==> config.mk <==
export PLATFORM = sky130hd
export DESIGN_NAME = onewire_byte_reader
export DESIGN_NICKNAME = d
export VERILOG_FILES = /design/src/rtl/onewire_pkg.sv /design/src/rtl/onewire_bus_sync.sv /design/src/rtl/onewire_byte_reader.sv
export SDC_FILE = /design/constraint.sdc
export NUM_CORES = 1
export LEC_CHECK = 0
export ABC_AREA = 0
export CORE_MARGIN = 4
export CORE_UTILIZATION = 60
export DETAILED_ROUTE_END_ITERATION = 16
export GPL_TIMING_DRIVEN = 0
export PLACE_DENSITY = 0.83
export SKIP_LAST_GASP = 1
export SYNTH_ARGS = -nofsm -noshare
export SYNTH_HDL_FRONTEND = slang
export SYNTH_SLANG_ARGS = --single-unit
==> constraint.sdc <==
create_clock -name clk -period 2.75 [get_ports clk]
set_input_delay 0.6875 -clock clk [delete_from_list [all_inputs] [get_ports clk]]
set_output_delay 0.6875 -clock clk [all_outputs]
set_load 0.05 [all_outputs]
==> src/rtl/onewire_pkg.sv <==
// ============================================================================
// Module : onewire_pkg
// Brief  : Shared 1-Wire timing defaults, reader state encoding and command bytes
// Rev    : 1.0  initial release
// ============================================================================
`default_nettype none

package onewire_pkg;

    // Read-slot timing defaults, 1 clk tick = 1 us
    localparam int c_T_LOW_DEF    = 2;
    localparam int c_T_SAMPLE_DEF = 13;
    localparam int c_T_SLOT_DEF   = 60;
    localparam int c_T_REC_DEF    = 11;

    // Byte reader state encoding
    localparam logic [1:0] c_ST_IDLE     = 2'd0;
    localparam logic [1:0] c_ST_SLOT     = 2'd1;
    localparam logic [1:0] c_ST_RECOVERY = 2'd2;
    localparam logic [1:0] c_ST_DONE     = 2'd3;

    // Skip-command sender constants
    localparam logic [7:0] c_CMD_SKIP_ROM  = 8'hCC;
    localparam int         c_T_WRITE0_LOW  = 60;
    localparam int         c_T_WRITE1_LOW  = 6;

    function automatic int f_max(input int a, input int b);
        return (a > b) ? a : b;
    endfunction

endpackage

`default_nettype wire

==> src/rtl/onewire_bus_sync.sv <==
// ============================================================================
// Module : onewire_bus_sync
// Brief  : Two-flop synchronizer for the open-drain bus; idles high (released)
// Rev    : 1.0  initial release
// ============================================================================
`default_nettype none

module onewire_bus_sync (
    input  logic clk,
    input  logic rst,
    input  logic i_async,
    output logic o_sync
);

    logic r_meta;
    logic r_sync;

    always_ff @(posedge clk) begin
        if (rst) begin
            r_meta <= 1'b1;
            r_sync <= 1'b1;
        end else begin
            r_meta <= i_async;
            r_sync <= r_meta;
        end
    end

    assign o_sync = r_sync;

endmodule

`default_nettype wire

==> src/rtl/onewire_byte_reader.sv <==
// ============================================================================
// Module : onewire_byte_reader
// Brief  : Reads one byte (LSB first) as eight 1-Wire read slots
// Rev    : 1.0  initial release
// ============================================================================
`default_nettype none

module onewire_byte_reader
    import onewire_pkg::*;
#(
    parameter int T_LOW    = c_T_LOW_DEF,
    parameter int T_SAMPLE = c_T_SAMPLE_DEF,
    parameter int T_SLOT   = c_T_SLOT_DEF,
    parameter int T_REC    = c_T_REC_DEF
) (
    input  logic       clk,
    input  logic       rst,
    input  logic       en_byte_reader,
    input  logic       bus,
    output logic       master_pull_low,
    output logic       done_byte_reading,
    output logic [7:0] data_out
);

    localparam int c_CNT_W = $clog2(f_max(f_max(T_SLOT, T_REC), 2));

    localparam logic [c_CNT_W-1:0] c_LOW_CMP   = c_CNT_W'(T_LOW);
    localparam logic [c_CNT_W-1:0] c_SAMPLE_AT = c_CNT_W'(T_SAMPLE);
    localparam logic [c_CNT_W-1:0] c_SLOT_LAST = c_CNT_W'(T_SLOT - 1);
    localparam logic [c_CNT_W-1:0] c_REC_LAST  = c_CNT_W'(T_REC - 1);

    generate
        if (!((T_LOW < T_SAMPLE) && (T_SAMPLE < T_SLOT))) begin : g_bad_timing
            $error("onewire_byte_reader: requires T_LOW < T_SAMPLE < T_SLOT");
        end
    endgenerate

    logic [1:0]         r_state;
    logic [1:0]         w_next_state;
    logic [c_CNT_W-1:0] r_slot_cnt;
    logic [c_CNT_W-1:0] w_next_cnt;
    logic [2:0]         r_bit_idx;
    logic [2:0]         w_next_bit;
    logic [7:0]         r_shift;
    logic [7:0]         r_data;
    logic               r_pull;
    logic               r_done;
    logic               w_bus_sync;
    logic               w_pull_next;
    logic               w_done_next;
    logic               w_sample;
    logic               w_load;

    onewire_bus_sync u_bus_sync (
        .clk     (clk),
        .rst     (rst),
        .i_async (bus),
        .o_sync  (w_bus_sync)
    );

    // State, counters and datapath registers
    always_ff @(posedge clk) begin
        if (rst) begin
            r_state    <= c_ST_IDLE;
            r_slot_cnt <= '0;
            r_bit_idx  <= '0;
            r_shift    <= '0;
            r_data     <= 8'h00;
            r_pull     <= 1'b0;
            r_done     <= 1'b0;
        end else begin
            r_state    <= w_next_state;
            r_slot_cnt <= w_next_cnt;
            r_bit_idx  <= w_next_bit;
            r_pull     <= w_pull_next;
            r_done     <= w_done_next;
            if (w_sample) begin
                r_shift[r_bit_idx] <= w_bus_sync;
            end
            if (w_load) begin
                r_data <= r_shift;
            end
        end
    end

    // Next-state logic; dropping the enable mid-byte returns straight to IDLE
    always_comb begin
        w_next_state = r_state;
        w_next_cnt   = r_slot_cnt;
        w_next_bit   = r_bit_idx;
        case (r_state)
            c_ST_IDLE: begin
                if (en_byte_reader) begin
                    w_next_state = c_ST_SLOT;
                    w_next_cnt   = '0;
                    w_next_bit   = '0;
                end
            end
            c_ST_SLOT: begin
                if (!en_byte_reader) begin
                    w_next_state = c_ST_IDLE;
                    w_next_cnt   = '0;
                    w_next_bit   = '0;
                end else if (r_slot_cnt == c_SLOT_LAST) begin
                    w_next_state = c_ST_RECOVERY;
                    w_next_cnt   = '0;
                end else begin
                    w_next_cnt   = r_slot_cnt + 1'b1;
                end
            end
            c_ST_RECOVERY: begin
                if (!en_byte_reader) begin
                    w_next_state = c_ST_IDLE;
                    w_next_cnt   = '0;
                    w_next_bit   = '0;
                end else if (r_slot_cnt == c_REC_LAST) begin
                    w_next_cnt = '0;
                    if (r_bit_idx == 3'd7) begin
                        w_next_state = c_ST_DONE;
                    end else begin
                        w_next_state = c_ST_SLOT;
                        w_next_bit   = r_bit_idx + 3'd1;
                    end
                end else begin
                    w_next_cnt = r_slot_cnt + 1'b1;
                end
            end
            default: begin
                w_next_state = c_ST_IDLE;
                w_next_cnt   = '0;
                w_next_bit   = '0;
            end
        endcase
    end

    // Outputs are decoded from the next state so the registered copies line up with the state
    always_comb begin
        w_pull_next = (w_next_state == c_ST_SLOT) && (w_next_cnt < c_LOW_CMP);
        w_done_next = (w_next_state == c_ST_DONE);
        w_sample    = (r_state == c_ST_SLOT) && (r_slot_cnt == c_SAMPLE_AT);
        w_load      = (r_state == c_ST_RECOVERY) && (w_next_state == c_ST_DONE);
    end

    assign master_pull_low   = r_pull;
    assign done_byte_reading = r_done;
    assign data_out          = r_data;

endmodule

`default_nettype wire
# ---- After elaboration in Yosys (flattened, before gate mapping)
# Cells that the tools add are included.
dict set report classes {
  n_eq_ne 12
  div_mod_pow 0
  n_bitwise 0
  n_mux 22
  addsub 2
  shift 0
  reduce_logical 6
  order_cmp 3
  n_mul 0
}
# op count
set op_table {}
lappend op_table {{$mux 6} 5}
lappend op_table {{$pmux 6 s3} 1}
lappend op_table {{$mux 3} 5}
lappend op_table {{$eq 6x4->1 const B} 2}
lappend op_table {{$mux 2} 6}
lappend op_table {{$pmux 3 s3} 1}
lappend op_table {{$bwmux 8} 1}
lappend op_table {{$add 6x1->6 const B} 1}
lappend op_table {{$eq 6x6->1 const B} 1}
lappend op_table {{$lt 6x2->1 const B} 1}
lappend op_table {{$ne 3x3->1 const B} 2}
lappend op_table {{$pmux 2 s3} 1}
lappend op_table {{$eq 2x1->1 const B} 2}
lappend op_table {{$eq 2x2->1 const B} 2}
lappend op_table {{$logic_and 1x1->1} 4}
lappend op_table {{$lt 3x4->1 const B} 1}
lappend op_table {{$ne 2x2->1 const B} 2}
lappend op_table {{$reduce_and 4->1} 1}
lappend op_table {{$add 3x1->3 const B} 1}
lappend op_table {{$demux 1 s3} 1}
lappend op_table {{$eq 3x3->1 const B} 1}
lappend op_table {{$ge 3x1->1 const B} 1}
lappend op_table {{$logic_not 2->1} 1}
lappend op_table {{$mux 1} 1}
dict set report word_totals {
  mem_count 0
  latchBits 0
  input_bits 4
  mem_bits_ro 0
  ff_bits 31
  out_inout_bits 10
  mem_bits_rw 0
}

# ---- Depth between registers and ports, before layout
dict set report logic_depth {
  word_depth 7
  ltp_mapped 7
  ltp_nobuf 7
}

# ---- Modules after synthesis
# Synthesis repeated with hierarchy kept, for this count alone.
dict set report unflattened {
  hier_cells 168
  hier_area_um2 1524.0
}
# module area_each_um2 n_inst seq_area_each_um2 cells_per_inst
set by_module_without_submodules {}
lappend by_module_without_submodules {onewire_byte_reader 1471.4 1 580.6 164}
lappend by_module_without_submodules {onewire_bus_sync 52.6 1 40.0 4}

# ---- Worst setup path before layout
# Ideal clock, no wire load.
dict set report synth_path {
  path_type {input -> register}
  startpoint {input rst}
  endpoint {register r_pull (netlist: master_pull_low)}
  arrival_ps 1759
  slack_ps 904
  cell_stages 6
  path_buffers 1
  path_cell_list {clkbuf_1 -> nand2b_1 -> a311o_1 -> o31ai_2 -> nand2_1 -> nor4b_2}
}
# item line_no
set synth_lines {}
lappend synth_lines {{start: declaration} onewire_byte_reader.sv:17} ;# input logic rst,
lappend synth_lines {{end signal: assignment} onewire_byte_reader.sv:75} ;# r_pull <= w_pull_next;
lappend synth_lines {{end: declaration} onewire_byte_reader.sv:46} ;# logic r_pull;

# ---- Worst setup path in the final report
dict set report layout_path {
  startpoint {input en_byte_reader}
  endpoint {register r_slot_cnt[2]}
}
dict set report layout_between {
  elab_chain_cells 2
  elab_cells_between_ends 4
  cone_classes {mux (4)}
}
# item line_no
set layout_rtl {}
lappend layout_rtl {{start: declaration} onewire_byte_reader.sv:18} ;# input logic en_byte_reader,
lappend layout_rtl {{$mux 6 (on tied branches)} {onewire_byte_reader.sv:112, onewire_byte_reader.sv:93, onewire_byte_reader.sv:100}}
lappend layout_rtl {{$pmux 6 s3 (*)} onewire_byte_reader.sv:91} ;# case (r_state)
lappend layout_rtl {{end signal: assignment} onewire_byte_reader.sv:73} ;# r_slot_cnt <= w_next_cnt;
lappend layout_rtl {{end: declaration} onewire_byte_reader.sv:40} ;# logic [c_CNT_W-1:0] r_slot_cnt;
# Every way passes the cells marked *; elsewhere a longest branch is shown, timed or not.
# A chain may end at the register's enable or synchronous reset.

==> reports/results.ini <==
[outcome]
outcome = completed

[grt]
initial_antenna_violation_count = 0
track_usage_pct = 20.9
grt_overflow_total = 0
grt_pass1_vias = 1151
grt_pass1_wl_um = 5290
largest_net_degree_at_the_start_of_global_routing = 11

[drt]
route.detailed.wl_per_inst_um = 15.1
drt-pass1-iter-count = 4
via_per_inst = 5.97
final_antenna_net_count = 0
drc = 0
via_count = 1260
routed_wl_um = 3180
initialDrtViolationCount = 75

[synthesis]
yosys_top_cell_area_share_pct = 40.2
post_synth_edffs = 0
synthesis.area_per_instance_um2 = 9.58
top_post_synthesis_cells_by_count = sky130_fd_sc_hd__dfxtp_1, sky130_fd_sc_hd__nor2_1, sky130_fd_sc_hd__mux2i_1
synthArstFlopShare_pct = 0
yosysSeqAreaShare_pct = 40.2
synthFlopType = sky130_fd_sc_hd__dfxtp_1
synth-warning-count = 0
synth.net_count = 170
synthTopCellsByArea = sky130_fd_sc_hd__dfxtp_1, sky130_fd_sc_hd__mux2i_1, sky130_fd_sc_hd__nor2_1
ys_types = 49
synth_area_leader_cell = sky130_fd_sc_hd__dfxtp_1
synthMostInstantiatedCell = sky130_fd_sc_hd__dfxtp_1
synth_area_um2 = 1540
postSynthCellCount = 161
synth.ff_latch_count = 31

[power]
net-switching-power_mw = 0.189
total_leakage_power_nw = 0.725
internal_power_mw = 0.683
p_clk_share_pct = 42.9
power.density_nw_per_um2 = 488
comb_power_share_pct = 4.8
total_power_mw = 0.872
power_switching_share_pct = 21.7
power.share.sequential_pct = 52.3
vdd_drop_max_mv = 0.494

[floorplan]
num_rows = 18
dieWidth_um = 58.7
starting_density_of_the_core_pct = 62.8
design.core.area_um2 = 2450
pin_count = 14
die-area_um2 = 3450
die_h_um = 58.7

[critical_path]
timing.critical_path.from_type = input pin
cp.arrival_ns = 2.62
end_kind = flop
startpoint_of_the_worst_setup_timing_path = en_byte_reader
cp_data_required_time_ns = 3.04
path_max_fanout = 8
path_class = input pin to flop
worst_r2r_startpoint = r_slot_cnt[1]

[timing]
hold_viol_final = 0
hold_slack_ns = 0.418
setup_viol = 0
unrepaired_setup_endpoints_after_global_routing = false
fin_skew_ns = 0.00325
final.period_utilization_pct = 84.8
achievable-frequency_ghz = 0.429
worst_slew_pin_slew_ns = 0.881
finalWorstPathRequiredPeriod_ns = 2.33
worst_slack_ns = 0.417
slew-limit-headroom_pct = 40.8
setup_tns_ns = 0
slew_viol_final = 0

[placed_design]
last_weighted_congestion_value_of_the_routability_driven_placer = 0.882
hpwlAfterDp_um = 2290
portBuffers = 12
placement.cell_area_um2 = 1700
post-place-ws_ns = 0.117
dp_cells = 203

[clock_tree]
cts_tree = done
clock_path_buffers = 2
cts_buffers = 5
cts.sink_count = 31
post_cts.resized_instances = 0
root_buffer = sky130_fd_sc_hd__clkbuf_4
clkSlewWorstSetupHoldPaths_ns = 0.10
cts_hold_buffers = 0
cts_max_level = 2
clk_latency_worst_skew_pair_ns = 0.33
post-cts-setup-buffer-count = 0

[finish]
antenna_cells = 0
design.final.nets = 189
final_layout_size_suffix_gt1_share_pct = 14.4
final_core_utilization_pct = 72.8
area_growth_syn_to_layout_pct = 15.8
layoutNonFillerInstCount = 211
final_design_area_no_fill_um2 = 1790

[min_path]
hold_path.startpoint = u_bus_sync.r_meta
hp-class = flop to flop

[run]
maxCapViolCount = 0

==> cell type report <==
type / count / area [um2]
inverters: 3 / 11.3
flip-flops and latches: 31 / 621
fillers: 187 / 668
repair buffers: 12 / 120
clock inverters: 2 / 35.0
plain buffers: 9 / 47.5
well taps: 30 / 37.5
clock buffers: 6 / 51.3
multi-input cells: 118 / 863
==> registers in the layout, indices dropped and copies added (netlist names), 2 cells and up <==
name and cells:
r_bit_idx 3, r_state 2, r_slot_cnt 6, data_out 8, r_shift 8
==> cells by family (layout without fill, tap and decap cells) <==
logic type | after synthesis | after routing | synth area share [%]
simple gates | 67 | 67 | 25.7
flops | 31 | 31 | 40.2
compound gates | 30 | 30 | 15.9
mux | 15 | 15 | 9.73
buf+inv | 12 | 32 | 3.81
fa+ha+maj | 5 | 5 | 4.06
xor+xnor | 1 | 1 | 0.568
==> cells in the final DEF (no fill, tap or decap), types with 2 or more instances in the layout <==
master	netlist	layout
sky130_fd_sc_hd__and3_1	4	4
sky130_fd_sc_hd__a21oi_1	5	5
sky130_fd_sc_hd__nor2_1	22	22
sky130_fd_sc_hd__clkbuf_1	5	5
sky130_fd_sc_hd__o21ai_0	5	5
sky130_fd_sc_hd__a31oi_1	2	2
sky130_fd_sc_hd__nand3b_1	2	2
sky130_fd_sc_hd__inv_1	3	3
sky130_fd_sc_hd__nor3_1	2	2
sky130_fd_sc_hd__mux2i_1	15	15
sky130_fd_sc_hd__dfxtp_1	31	31
sky130_fd_sc_hd__nand2b_1	2	2
sky130_fd_sc_hd__buf_2	2	2
sky130_fd_sc_hd__clkdlybuf4s50_1	0	12
sky130_fd_sc_hd__a211oi_1	3	3
sky130_fd_sc_hd__nor3b_1	3	3
sky130_fd_sc_hd__or2_2	2	2
sky130_fd_sc_hd__clkbuf_4	0	5
sky130_fd_sc_hd__nand2_1	10	10
sky130_fd_sc_hd__ha_1	5	5
sky130_fd_sc_hd__a41oi_1	2	2
sky130_fd_sc_hd__nor2b_1	3	3
sky130_fd_sc_hd__nand4b_1	2	2
sky130_fd_sc_hd__a311oi_1	2	2
sky130_fd_sc_hd__nand3_1	3	3
==> metal layers <==
layer	vias to the layer above	wire length, um	global-route usage [%]
met5	-	0	0
met4	0	70	10.0
met3	8	175	6.58
met2	37	1540	33.8
met1	594	1400	25.3
li1	621	-	-
==> path summary, 6_finish.rpt <==
kind	end	cells after the start	slack, ns
worst max-delay path	r_slot_cnt[2]	5	0.42
worst min-delay path	u_bus_sync.o_sync	1	0.42
worst max register to register	master_pull_low	6	0.69
worst min register to register	u_bus_sync.o_sync	1	0.42
==> worst max-delay path, stage by stage <==
cell and delay [ns]:
sky130_fd_sc_hd__clkdlybuf4s50_1 0.57, sky130_fd_sc_hd__nor3_1 0.79, sky130_fd_sc_hd__o21ai_0 0.20, sky130_fd_sc_hd__nor2_1 0.22, sky130_fd_sc_hd__o21ba_1 0.15
==> power groups by stage <==
stage	logic [mW]	clock network, mW	registers, mW
2_1_floorplan	0.0254	0	0.469
3_3_place_gp	0.0406	0	0.466
3_5_place_dp	0.0418	0	0.466
4_1_cts	0.0421	0.381	0.456
5_1_grt	0.0458	0.405	0.457
6_report	0.0421	0.374	0.456
Power figures use the tool's default switching activity.
